## config.mk

```make
export PLATFORM = sky130hd
export DESIGN_NAME = fifo_rr_arbiter_flat
export DESIGN_NICKNAME = d
export VERILOG_FILES = /design/src/rtl/fifo_rr_arbiter_pkg.sv /design/src/rtl/fifo_rr_arbiter_if.sv /design/src/rtl/fifo_rr_arbiter_rr_grant_pick.sv /design/src/rtl/fifo_rr_arbiter.sv /design/src/flat_wrapper.sv
export SDC_FILE = /design/constraint.sdc
export NUM_CORES = 1
export LEC_CHECK = 0
export BUFFER_PORTS_ARGS = -buffer_cell sky130_fd_sc_hd__buf_4
export CAP_MARGIN = 0
export CORE_MARGIN = 5
export CORE_UTILIZATION = 40
export DETAILED_ROUTE_END_ITERATION = 12
export HOLD_SLACK_MARGIN = 0.02
export PLACE_DENSITY = 0.77
export SYNTH_ARGS = -nofsm -noshare
export SYNTH_HDL_FRONTEND = slang
export SYNTH_HIERARCHICAL = 1
export SYNTH_SLANG_ARGS = --single-unit
```

## constraint.sdc

```tcl
create_clock -name clk -period 1.7 [get_ports clk]
set_input_delay 0.085 -clock clk [delete_from_list [all_inputs] [get_ports clk]]
set_output_delay 0.085 -clock clk [all_outputs]
set_load 0.1 [all_outputs]
```

## src/rtl/fifo_rr_arbiter_pkg.sv

```systemverilog
// Shared types and defaults for the round-robin FIFO arbiter.
//   ARB_STATE_t   : arbiter state (IDLE / GRANT)
//   FIFO_ENTRY_t  : one requester-FIFO entry as carried on the shared channel
//   ARB_NUM_REQ   : default number of requester FIFOs
//   ARB_BURST_MAX : default maximum pops per grant
package fifo_rr_arbiter_pkg;

    localparam int ARB_NUM_REQ   = 4;
    localparam int ARB_BURST_MAX = 4;

    typedef enum logic {
        IDLE  = 1'b0,
        GRANT = 1'b1
    } ARB_STATE_t;

    typedef struct packed {
        logic [3:0]  tag;
        logic [15:0] data;
    } FIFO_ENTRY_t;

endpackage

```

## src/rtl/fifo_rr_arbiter_if.sv

```systemverilog
// Bundle of the requester-FIFO pop interface and the registered output stage.
//   fifo_empty / fifo_data : per-FIFO empty flag and head entry (into arbiter)
//   fifo_rd_en             : per-FIFO pop strobe (from arbiter)
//   out_valid/out_data/out_src, out_ready : valid/ready output stage
//   busy                   : arbiter currently holds a grant
// master = arbiter side, slave = FIFO bank + downstream consumer side.
interface fifo_rr_arbiter_if
    import fifo_rr_arbiter_pkg::*;
#(
    parameter int NUM_REQ = ARB_NUM_REQ,
    parameter int SRC_W   = $clog2(NUM_REQ)
);
    logic [NUM_REQ-1:0]        fifo_empty;
    FIFO_ENTRY_t [NUM_REQ-1:0] fifo_data;
    logic [NUM_REQ-1:0]        fifo_rd_en;
    logic                      out_valid;
    FIFO_ENTRY_t               out_data;
    logic [SRC_W-1:0]          out_src;
    logic                      out_ready;
    logic                      busy;

    modport master (
        input  fifo_empty, fifo_data, out_ready,
        output fifo_rd_en, out_valid, out_data, out_src, busy
    );

    modport slave (
        output fifo_empty, fifo_data, out_ready,
        input  fifo_rd_en, out_valid, out_data, out_src, busy
    );
endinterface

```

## src/rtl/fifo_rr_arbiter_rr_grant_pick.sv

```systemverilog
// Combinational round-robin picker.
//   req_i        : request vector, one bit per requester
//   last_owner_i : index that held the previous grant
//   any_req_o    : at least one request is pending
//   pick_o       : first requesting index scanning cyclically from last_owner_i+1
module rr_grant_pick
    import fifo_rr_arbiter_pkg::*;
#(
    parameter int N     = ARB_NUM_REQ,
    parameter int SRC_W = $clog2(N)
) (
    input  logic [N-1:0]     req_i,
    input  logic [SRC_W-1:0] last_owner_i,
    output logic             any_req_o,
    output logic [SRC_W-1:0] pick_o
);

    // Scan from the farthest candidate down to the nearest so the nearest
    // requester after last_owner_i overwrites the others. The wrap is a
    // subtraction rather than a power-of-2 mask so any N works.
    always_comb begin
        int idx;
        // NOTE: every combinational output gets a default before any branch so
        // no path leaves it unassigned (which would infer a latch).
        any_req_o = |req_i;
        pick_o    = '0;
        idx       = 0;
        for (int i = N; i >= 1; i--) begin
            idx = int'(last_owner_i) + i;
            if (idx >= N) idx = idx - N;
            if (req_i[idx]) pick_o = SRC_W'(idx);
        end
    end

endmodule

```

## src/rtl/fifo_rr_arbiter.sv

```systemverilog
// Round-robin arbiter sharing one downstream channel between NUM_REQ FIFOs.
// Grants one FIFO at a time for up to BURST_MAX pops, pops by strobing its
// rd_en (head entry taken the same cycle) and registers the entry, tagged with
// its source index, into a valid/ready output stage.
//   clk : rising-edge clock
//   rst : asynchronous active-high reset
//   bus : fifo_rr_arbiter_if.master (FIFO pop side + output stage + busy)
module fifo_rr_arbiter
    import fifo_rr_arbiter_pkg::*;
#(
    parameter int NUM_REQ   = ARB_NUM_REQ,
    parameter int BURST_MAX = ARB_BURST_MAX,
    parameter int SRC_W     = $clog2(NUM_REQ)
) (
    input  logic              clk,
    input  logic              rst,
    fifo_rr_arbiter_if.master bus
);

    localparam int CNT_W = $clog2(BURST_MAX + 1);

    ARB_STATE_t       state_q, state_d;
    logic [SRC_W-1:0] owner_q, owner_d;
    logic [SRC_W-1:0] last_owner_q, last_owner_d;
    logic [CNT_W-1:0] burst_cnt_q, burst_cnt_d;
    logic             out_valid_q, out_valid_d;
    FIFO_ENTRY_t      out_data_q, out_data_d;
    logic [SRC_W-1:0] out_src_q, out_src_d;

    logic             any_req;
    logic [SRC_W-1:0] pick;
    logic             stage_free;
    logic             pop;

    rr_grant_pick #(
        .N     (NUM_REQ),
        .SRC_W (SRC_W)
    ) u_pick (
        .req_i        (~bus.fifo_empty),
        .last_owner_i (last_owner_q),
        .any_req_o    (any_req),
        .pick_o       (pick)
    );

    // The output register can take a new entry when empty or being drained.
    assign stage_free = ~out_valid_q | bus.out_ready;

    always_comb begin
        state_d      = state_q;
        owner_d      = owner_q;
        last_owner_d = last_owner_q;
        burst_cnt_d  = burst_cnt_q;
        pop          = 1'b0;

        unique case (state_q)
            IDLE: begin
                if (any_req) begin
                    owner_d     = pick;
                    burst_cnt_d = '0;
                    state_d     = GRANT;
                end
            end
            GRANT: begin
                // A stalled stage freezes the grant, even if the owner drains.
                if (stage_free) begin
                    if (bus.fifo_empty[owner_q]) begin
                        last_owner_d = owner_q;
                        state_d      = IDLE;
                    end else begin
                        pop         = 1'b1;
                        burst_cnt_d = burst_cnt_q + CNT_W'(1);
                        if (burst_cnt_q == CNT_W'(BURST_MAX - 1)) begin
                            last_owner_d = owner_q;
                            burst_cnt_d  = '0;
                            state_d      = IDLE;
                        end
                    end
                end
            end
            default: state_d = IDLE;
        endcase
    end

    always_comb begin
        out_valid_d = out_valid_q;
        out_data_d  = out_data_q;
        out_src_d   = out_src_q;
        if (pop) begin
            out_valid_d = 1'b1;
            out_data_d  = bus.fifo_data[owner_q];
            out_src_d   = owner_q;
        end else if (out_valid_q && bus.out_ready) begin
            out_valid_d = 1'b0;
        end
    end

    // NOTE: state registers use non-blocking assignments so every flop samples
    // the pre-edge value of every other flop, independent of process order.
    always_ff @(posedge clk or posedge rst) begin
        if (rst) begin
            state_q      <= IDLE;
            owner_q      <= '0;
            last_owner_q <= SRC_W'(NUM_REQ - 1);
            burst_cnt_q  <= '0;
            out_valid_q  <= 1'b0;
            // NOTE: the data register is reset too, so out_data is a defined
            // zero after reset rather than stale contents.
            out_data_q   <= '{default: '0};
            out_src_q    <= '0;
        end else begin
            state_q      <= state_d;
            owner_q      <= owner_d;
            last_owner_q <= last_owner_d;
            burst_cnt_q  <= burst_cnt_d;
            out_valid_q  <= out_valid_d;
            out_data_q   <= out_data_d;
            out_src_q    <= out_src_d;
        end
    end

    // Pop strobe is one-hot on the owner; gating with rst keeps a FIFO from
    // losing its head while the arbiter is being reset.
    assign bus.fifo_rd_en = (pop && !rst) ? (NUM_REQ'(1) << owner_q) : '0;
    assign bus.out_valid  = out_valid_q;
    assign bus.out_data   = out_data_q;
    assign bus.out_src    = out_src_q;
    assign bus.busy       = (state_q == GRANT);

endmodule

```

## src/flat_wrapper.sv

```systemverilog
// flat-port wrapper written by rule: the top's interface ports become plain ports
module fifo_rr_arbiter_flat import fifo_rr_arbiter_pkg::*;
#(
    parameter int NUM_REQ   = ARB_NUM_REQ,
    parameter int BURST_MAX = ARB_BURST_MAX,
    parameter int SRC_W     = $clog2(NUM_REQ)
)
  (clk, rst, bus_fifo_empty, bus_fifo_data, bus_out_ready, bus_fifo_rd_en, bus_out_valid, bus_out_data, bus_out_src, bus_busy);
  fifo_rr_arbiter_if #(.NUM_REQ(NUM_REQ), .SRC_W(SRC_W)) bus_i ();
  input  logic clk;
  input  logic rst;
  input wire logic [$bits(bus_i.fifo_empty)-1:0] bus_fifo_empty;
  input wire logic [$bits(bus_i.fifo_data)-1:0] bus_fifo_data;
  input wire logic [$bits(bus_i.out_ready)-1:0] bus_out_ready;
  output wire logic [$bits(bus_i.fifo_rd_en)-1:0] bus_fifo_rd_en;
  output wire logic [$bits(bus_i.out_valid)-1:0] bus_out_valid;
  output wire logic [$bits(bus_i.out_data)-1:0] bus_out_data;
  output wire logic [$bits(bus_i.out_src)-1:0] bus_out_src;
  output wire logic [$bits(bus_i.busy)-1:0] bus_busy;
  assign bus_i.fifo_empty = bus_fifo_empty;
  assign bus_i.fifo_data = bus_fifo_data;
  assign bus_i.out_ready = bus_out_ready;
  assign bus_fifo_rd_en = bus_i.fifo_rd_en;
  assign bus_out_valid = bus_i.out_valid;
  assign bus_out_data = bus_i.out_data;
  assign bus_out_src = bus_i.out_src;
  assign bus_busy = bus_i.busy;
  fifo_rr_arbiter #(.NUM_REQ(NUM_REQ), .BURST_MAX(BURST_MAX), .SRC_W(SRC_W)) u_core (.clk(clk), .rst(rst), .bus(bus_i));
endmodule
```

* After elaboration in Yosys (flattened, before gate mapping) *
Cells that the tools add are included.

word-level totals
  register bits = 31
  input port bits = 87
  output and inout port bits = 28
  word-level logic and storage cells = 86

operators by class
  add/sub/neg operators = 9
  magnitude comparators = 9
  equal/unequal tests = 4
  shift operators = 1
  mux-type cells = 42
  bitwise logic cells = 4
  reduce and logical (&&, ||, !) cells = 9

operator list
  operator             number
  $lt 32x4->1 const B  4
  $mux 32              4
  $bmux 20 s2          1
  $mux 20              1
  $mux 1               18
  $mux 2               6
  $mux 3               4
  $sub 3x3->4 const B  3
  $bmux 1 s2           5
  $ge 3x3->1 const B   3
  $add 2x2->3 const B  2
  $pmux 3 s2           1
  $reduce_and 3->1     2
  $sub 4x3->5 const B  1
  $add 2x3->4 const B  1
  $ge 4x3->1 const B   1
  $mux 4               1
  $ne 2x2->1 const B   2
  $not 4->4            1
  $reduce_bool 2->1    2
  $reduce_or 4->1      1
  $shl 1x2->4 const A  1
  $add 2x1->3 const B  1
  $add 3x1->3 const B  1
  other kinds (9)      11

* Longest topological paths before layout *
Gate-level depths: netlist of run 1.

  depth after elaboration = 10
  gate-level depth with buffers = 6
  gate-level depth less buffers = 6

* Hierarchy *
Netlist of run 1, hierarchy kept.

modules (own cells, without submodules)
  module           instances  cells each  area each (um^2)  seq. area each (um^2)
  fifo_rr_arbiter  1          134         1875.5            778.2
  rr_grant_pick    1          14          91.3              0.0

* Least setup slack after synthesis of run 1 *
OpenSTA, ideal clock, no wires.

  kind = reg2out
  start point = register u_core.state_q (netlist: u_core/bus.busy)
  end point = output bus_fifo_rd_en[0]
  arrival = 4.152 ns
  required time = 1.615 ns
  slack = -2.537 ns
  stages on the path, launching flop included = 4
  buffers on the path = 1
  path through = dfrtp_1 > clkbuf_1 > nand2_1 > nor4_1

between the ends
  word-level cells in the longest chain between the ends = 3

ends and longest elaborated chain
  item                      line                    text
  start: declaration        fifo_rr_arbiter.sv:22   ARB_STATE_t state_q, state_d;
  start signal: assignment  fifo_rr_arbiter.sv:111  state_q <= state_d;
  $mux 1                    fifo_rr_arbiter.sv:55   unique case (state_q)
  $logic_and 1x1->1         fifo_rr_arbiter.sv:123  assign bus.fifo_rd_en = (pop && !rst) ? (NUM_REQ'(1) << owner_q) : '0;
  $mux 4                    fifo_rr_arbiter.sv:123
  end: declaration          flat_wrapper.sv:15      output wire logic [$bits(bus_i.fifo_rd_en)-1:0] bus_fifo_rd_en;

No other way between the ends.

* Final worst setup path of run 1 *
  start point = register u_core.owner_q[0]
  end point = register u_core.out_data_q (netlist bit u_core/bus.out_data[8])

between the ends
  word-level cells in the longest chain between the ends = 5
  elaborated cells between the ends (all ways) = 7
  those cells by class = mux: 7

ends and longest elaborated chain
  item                          line                    text
  start: declaration            fifo_rr_arbiter.sv:23   logic [SRC_W-1:0] owner_q, owner_d;
  start signal: assignment      fifo_rr_arbiter.sv:112  owner_q <= owner_d;
  $bmux 1 s2                    fifo_rr_arbiter.sv:66   if (bus.fifo_empty[owner_q]) begin
  $mux 1 (implied by the code)  fifo_rr_arbiter.sv:66
  $mux 1                        fifo_rr_arbiter.sv:66
  $mux 1                        fifo_rr_arbiter.sv:65   if (stage_free) begin
  $mux 1                        fifo_rr_arbiter.sv:55
  end signal: assignment        fifo_rr_arbiter.sv:116  out_data_q <= out_data_d;
  end: declaration              fifo_rr_arbiter.sv:27   FIFO_ENTRY_t out_data_q, out_data_d;

Parallel ways exist; a longest one is shown, timed or not. The select of a mux whose other input is x is not followed.
A chain may end at the register's enable or synchronous reset.

==> results of run 1 <==
## routing by layer
| layer | wire length (um) | part of all wire | track usage |
|---|---|---|---|
| met5 | 0 | 0 | 0 |
| met4 | 102 | 0.017 | 0.0625 |
| met3 | 573 | 0.094 | 0.0549 |
| met2 | 3090 | 0.50 | 0.327 |
| met1 | 2350 | 0.38 | 0.234 |
## sequential cells by signal (all words and copies together), names as in the netlist
signal,cells
u_core/bus.out_valid,1
u_core/burst_cnt_q,3
u_core/owner_q,2
u_core/last_owner_q,2
u_core/bus.out_src,2
u_core/bus.out_data,20
u_core/bus.busy,1
## cell usage in the layout (no fill, tap or decap), types with 4 or more instances in the layout
cell type / n
dfrtp_1: 26
nand2_1: 8
clkbuf_8: 7
a21oi_1: 4
buf_6: 9
mux4_2: 21
mux2_4: 21
buf_4: 123
buf_12: 4
nand2b_1: 6
inv_1: 10
## per-stage QoR
step	hold slack [ns]	cells	instance area, um2	util
2_1_floorplan	0.187	148	2150	-
3_3_place_gp	0.260	336	3130	0.659
3_5_place_dp	0.267	336	3130	0.659
4_1_cts	0.238	350	3360	0.707
5_1_grt	0.242	351	3400	0.714
6_report	0.246	351	3400	0.714
## cells by family after synthesis
kind of cell | Yosys count | share of synthesized area
AOI/OAI and AO/OA | 17 | 0.0655
DFF | 31 | 0.396
muxes | 49 | 0.398
buffers and inverters | 19 | 0.0490
adders and majority gates | 1 | 0.00636
and+or+nand+nor | 31 | 0.0852
## worst max-delay path by stage
stage | to | slack, ns
floorplan | bus_fifo_rd_en[2] | -0.56
global placement | u_core/bus.out_data[6] | -0.12
detailed placement | u_core/bus.out_data[8] | -0.17
CTS | u_core/bus.out_data[9] | -0.10
global route | u_core/bus.out_data[8] | -0.19
finish | u_core/bus.out_data[8] | -0.12
## area by class of cell
class | instances | area [um2]
multi-input cells | 98 | 1270
repair buffers | 137 | 1110
clock inverters | 1 | 7.51
flip-flops and latches | 31 | 785
inverters | 10 | 37.5
well taps | 67 | 83.8
fillers | 353 | 1360
clock buffers | 7 | 96.3
## power by group
part           internal (mW)  switching, mW  leakage [nW]  total (mW)
sequential              1.15          0.288         0.361        1.44
combinational           2.21           3.58          1.19        5.79
clock                  0.368          0.284        0.0505       0.651
## worst max-delay path, stage by stage (launching register included)
cell and delay [ns]:
dfrtp_2 0.38, mux4_2 0.55, nor3_4 0.27, buf_6 0.20, mux2_4 0.31
## synthesized netlist by cell type (2+ instances only)
master	n	share of area
a21oi_1	4	0.010
a31oi_1	2	0.0064
buf_2	2	0.0051
buf_4	2	0.0076
buf_6	2	0.011
clkbuf_1	2	0.0038
dfrtp_1	29	0.37
dfstp_2	2	0.027
inv_1	10	0.019
mux2_2	24	0.14
mux2i_1	4	0.020
mux4_2	21	0.24
nand2_1	10	0.019
nand2b_1	6	0.019
nand3_1	3	0.0076
nor2_1	3	0.0057
nor2b_1	2	0.0064
nor3_1	2	0.0051
nor4_1	2	0.0064
## timing repair
action / 4_1_cts / 5_1_grt
buffers inserted: 4 / 1
setup endpoints to repair: 28 / 27
pin swaps: 4 / 3
endpoints found under the hold margin: 29 / 0
cloned: 1 / 0
hold buffers: 1 / 0
gates resized for setup: 20 / 6
==> results.sh, run 1 <==
export IMPL_power_leakage_nw=1.60
export IMPL_antenna_found_initial=0
export IMPL_syn_nets=236
export IMPL_nets=371
export IMPL_antenna_left=0
export IMPL_start_util=0.414
export IMPL_die_h_um=80.1
export IMPL_yosysWarnings=6
export IMPL_drive_gt1_frac=0.725
export IMPL_cp_max_fo=6
export IMPL_routedWlPerCell_um=17.4
export IMPL_hold_class="primary input to register"
export IMPL_grt_setup_unrepaired="true"
export IMPL_wl_mm=6.11
export IMPL_maxCapViolCount=0
export IMPL_core_rowCount=25
export IMPL_period_minus_slack_ns=1.82
export IMPL_cts_tree="built"
export IMPL_first_pass_iters=4
export IMPL_slew_headroom=0.656
export IMPL_fmax_mhz=551
export IMPL_synth_seq_area_share=0.396
export IMPL_coreArea_um2=4750
export IMPL_p_per_area_nw_per_um2=2320
export IMPL_fin_setup_tns_ns=-2.36
export IMPL_drc=0
export IMPL_grt_usage=0.192
export IMPL_cp_start_kind="register"
export IMPL_worst_r2r_path_depth=4
export IMPL_netlist_area_um2=1970
export IMPL_hold_depth=3
export IMPL_path_class="register to register"
export IMPL_clock_path_buffers=2
export IMPL_synth_area_per_cell_um2=13.3
export IMPL_r2r_end="u_core/bus.out_data[8]"
export IMPL_clkTransAtPathRegs_ns=0.07
export IMPL_min_from="bus_fifo_data[58]"
export IMPL_vias=1794
export IMPL_clock_sinks=31
export IMPL_cp_startpoint="u_core/owner_q[0]"
export IMPL_ys_flop_type="dfrtp_1"
export IMPL_cts_buffers=5
export IMPL_grt_max_degree=32
export IMPL_cts_root_buf="clkbuf_8"
export IMPL_synth_seq_cells=31
export IMPL_dp_hpwl_mm=4.76
export IMPL_dp_slack_ns=-0.170
export IMPL_finalMaxSlewViolations=0
export IMPL_hold_path_endpoint="u_core/bus.out_data[18]"
export IMPL_async_flop_share=1.00
export IMPL_worstReg2RegStart="u_core/owner_q[0]"
export IMPL_numPortBuffers=114
export IMPL_diodes=0
export IMPL_violations="setup timing"
export IMPL_grt_pass1_vias=1908
export IMPL_cp_data_arrival_time_ns=1.99
export IMPL_die_w_um=80.1
export IMPL_die_area_um2=6420
export IMPL_hold_violations=0
export IMPL_setup_ws_ns=-0.116
export IMPL_worstMarginPinSlew_ns=0.515
export IMPL_critPathCaptureType="register"
export IMPL_drtIter0Drc=36
export IMPL_cts_htree_levels=2
export IMPL_grt_ovfl_total=0
export IMPL_power_total_mw=7.88
export IMPL_io_pins=115
export IMPL_status="finished, violations left"
export IMPL_ir_drop_mv=1.54
export IMPL_timing_final_crit_share=1.07
export IMPL_grt_pass1_wl_mm=9.43
export IMPL_finalClockSkew_ns=0.00406
export IMPL_clk_latency_ns=0.29
export IMPL_synthToLayoutAreaGrowth_pct=72.6
export IMPL_routabilityCongestion=0.750
export IMPL_cp_data_required_time_ns=1.87
export IMPL_synth_edf_count=0
export IMPL_worst_r2r_setup_slack_ns=-0.12
export IMPL_synth_cell_types=35
export IMPL_setup_viol=24
export IMPL_via_per_inst=5.11
export IMPL_synthCells=148
(Power assumes the default switching activity.)
==> run 2: changes to the inputs <==
ABC_AREA = 1   (was not set)
PLACE_DENSITY = 0.74   (was 0.77)
==> run 2 against run 1 <==
The run now ends clean. Utilization fell by 9.4 points. Sequential power about the same. Combinational power grew 3%. Synthesized cell count increased by 130%. Critical path depth up 3. Register-to-register slack gained 0.24 ns. Setup slack better by 0.14 ns. Final cell count rose by 50%. Total power grew 0.54%. Non-clock buffer count decreased by 4. Highest routed layer unchanged.
==> results.sh, run 2 <==
export IMPL_finalMaxSlewViolations=0
export IMPL_clk_latency_ns=0.27
export IMPL_synth_area_per_cell_um2=6.88
export IMPL_final_core_util=0.620
export IMPL_synth_mux_area_frac=0
export IMPL_core_rowCount=27
export IMPL_clock_path_buffers=2
export IMPL_power_leakage_nw=1.79
export IMPL_cts_root_buf="clkbuf_8"
export IMPL_clkTransAtPathRegs_ns=0.07
export IMPL_synth_xor_area_share=0
export IMPL_syn_nets=427
export IMPL_setup_viol=0
export IMPL_coreArea_um2=5570
export IMPL_synthTopCellsByArea="dfrtp_1 31%, nand3_1 24%, nand2_1 14%"
export IMPL_grt_ovfl_total=0
export IMPL_nets=540
export IMPL_grt_max_degree=37
export IMPL_final_common_cell="buf_4"
export IMPL_timing_final_crit_share=0.983
export IMPL_synth_most_common_cell="nand3_1"
export IMPL_cp_data_arrival_time_ns=1.59
export IMPL_cp_start_kind="register"
export IMPL_synth_adder_area_share=0.00537
export IMPL_drive_gt1_frac=0.393
export IMPL_hold_ws_ns=0.160
export IMPL_numPortBuffers=114
export IMPL_synth_simple_area_share=0.518
export IMPL_io_pins=115
export IMPL_synth_edf_count=0
export IMPL_slew_headroom=0.739
export IMPL_grt_setup_unrepaired="true"
export IMPL_antenna_left=0
export IMPL_synthToLayoutAreaGrowth_pct=48.2
export IMPL_netlist_area_um2=2330
export IMPL_synth_seq_cells=31
export IMPL_maxCapViolCount=0
export IMPL_via_per_inst=5.28
export IMPL_hold_violations=0
export IMPL_cts_tree="built"
export IMPL_layout_common_cells="127 x buf_4, 112 x nand3_1, 81 x nand2_1, 25 x dfrtp_1, 23 x nand4_1"
export IMPL_netlist_area_leader_share=0.311
export IMPL_synthCells=339
export IMPL_cts_buffers=5
export IMPL_cp_max_fo=7
export IMPL_path_class="register to output port"
export IMPL_ir_drop_mv=1.46
export IMPL_vias=2774
export IMPL_critPathCaptureType="output port"
export IMPL_yosysWarnings=6
export IMPL_status="complete, no violations"
export IMPL_largest_register_ffs=20
export IMPL_cp_data_required_time_ns=1.62
export IMPL_fmax_mhz=598
export IMPL_worstMarginPinSlew_ns=0.392
export IMPL_die_w_um=86.3
export IMPL_routedWlPerCell_um=14.3
export IMPL_wl_mm=7.51
export IMPL_hold_class="primary input to register"
export IMPL_cts_htree_levels=2
export IMPL_finalClockSkew_ns=0.00644
export IMPL_routabilityCongestion=0.839
export IMPL_first_pass_iters=4
export IMPL_power_total_mw=7.92
export IMPL_p_per_area_nw_per_um2=2290
export IMPL_grt_usage=0.203
export IMPL_clock_sinks=31
export IMPL_synth_common_cells="112 x nand3_1, 84 x nand2_1, 29 x dfrtp_1"
export IMPL_period_minus_slack_ns=1.67
export IMPL_synth_top_family_by_area="simple AND/OR/NAND/NOR gates"
export IMPL_grt_pass1_vias=2739
export IMPL_nFillCells=529
export IMPL_ys_flop_type="dfrtp_1"
export IMPL_drc=0
export IMPL_grt_pass1_wl_mm=12.4
export IMPL_synth_seq_area_share=0.334
export IMPL_synth_compound_area_frac=0.0301
export IMPL_antenna_found_initial=0
export IMPL_async_flop_share=1.00
export IMPL_die_h_um=86.3
export IMPL_diodes=0
export IMPL_synth_area_leader_cell="dfrtp_1"
export IMPL_start_util=0.418
export IMPL_dp_hpwl_mm=5.86
export IMPL_synth_cell_types=25
export IMPL_fin_setup_tns_ns=0
export IMPL_die_area_um2=7450
export IMPL_drtIter0Drc=128
## run 2: cell count changes after synthesis, moves of 3 or more
cell / before / now
nand3_1: 3 / 112
inv_1: 10 / 18
mux2_2: 24 / 0
nand2_1: 10 / 84
mux4_2: 21 / 0
buf_2: 2 / 20
nand2_2: 0 / 8
nand4_1: 0 / 23
nor3_1: 2 / 5
o21ai_1: 0 / 3
nand2b_1: 6 / 0
o21ai_2: 0 / 3
mux2i_1: 4 / 0
nor2_1: 3 / 6
## run 2: per-stage QoR
step,worst slack [ns],instances,instance area (um2)
global placement,0.155,512,3270
floorplan,-0.409,339,2390
detailed placement,0.0721,512,3270
CTS,0.0207,522,3400
global route,-0.0668,525,3450
finish,0.0290,525,3450
## run 2: final cells by class
type | instances | area, um2 | share of cell area
multi-input combinational | 259 | 1360 | 0.393
timing repair buffer | 133 | 1050 | 0.304
sequential | 31 | 788 | 0.228
inverter | 22 | 90.1 | 0.0261
tap | 72 | 90.1 | 0.0261
clock buffer | 7 | 76.3 | 0.0221
clock inverter | 1 | 5.00 | 0.00145
## run 2: kinds of logic (layout without fill, tap and decap cells)
kind of cell               Yosys count  in the layout
AOI/OAI and AO/OA                   11             11
adders and majority gates            1              1
buffers and inverters               50            163
DFF                                 31             31
and+or+nand+nor                    246            247
## run 2: timing repair
action | CTS | global route
buffers inserted | 0 | 2
resized for setup | 10 | 9
cloned | 0 | 1
pin swaps | 2 | 5
endpoints found under the setup margin | 4 | 11
hold buffers | 2 | 0
endpoints found under the hold margin | 30 | 0
## run 2: power breakdown
part | internal (mW) | switching [mW] | total (mW)
registers | 1.13 | 0.289 | 1.42
clock network | 0.287 | 0.259 | 0.546
logic | 1.64 | 4.32 | 5.95
total | 3.05 | 4.86 | 7.92
## run 2: worst paths after layout
check,start,end,slack (ns),depth (start not counted)
worst max-delay path,u_core/owner_q[0],bus_fifo_rd_en[0],0.03,7
worst min-delay path,bus_fifo_data[12],u_core/bus.out_data[12],0.16,5
worst max register to register,u_core/last_owner_q[0],u_core/owner_q[0],0.12,12
worst min register to register,u_core/bus.out_data[7],u_core/bus.out_data[7],0.48,2
max in group asynchronous,rst,u_core/last_owner_q[1],0.82,4
min in group asynchronous,rst,u_core/bus.out_data[1],0.27,3
## run 2: critical path, stage by stage, from the launching register on
cell and delay, ns:
dfrtp_2 0.43, inv_4 0.06, nand2_1 0.05, nand2_1 0.07
nand2_2 0.09, nand3_4 0.16, nor3_4 0.23, buf_12 0.20
## run 2: layer usage
metal | GRT usage | up-vias | routed length [um]
met1 | 0.253 | 1285 | 3030
met5 | 0 | - | 0
met3 | 0.0713 | 6 | 658
li1 | - | 1377 | -
met2 | 0.341 | 106 | 3760
met4 | 0.0354 | 0 | 68
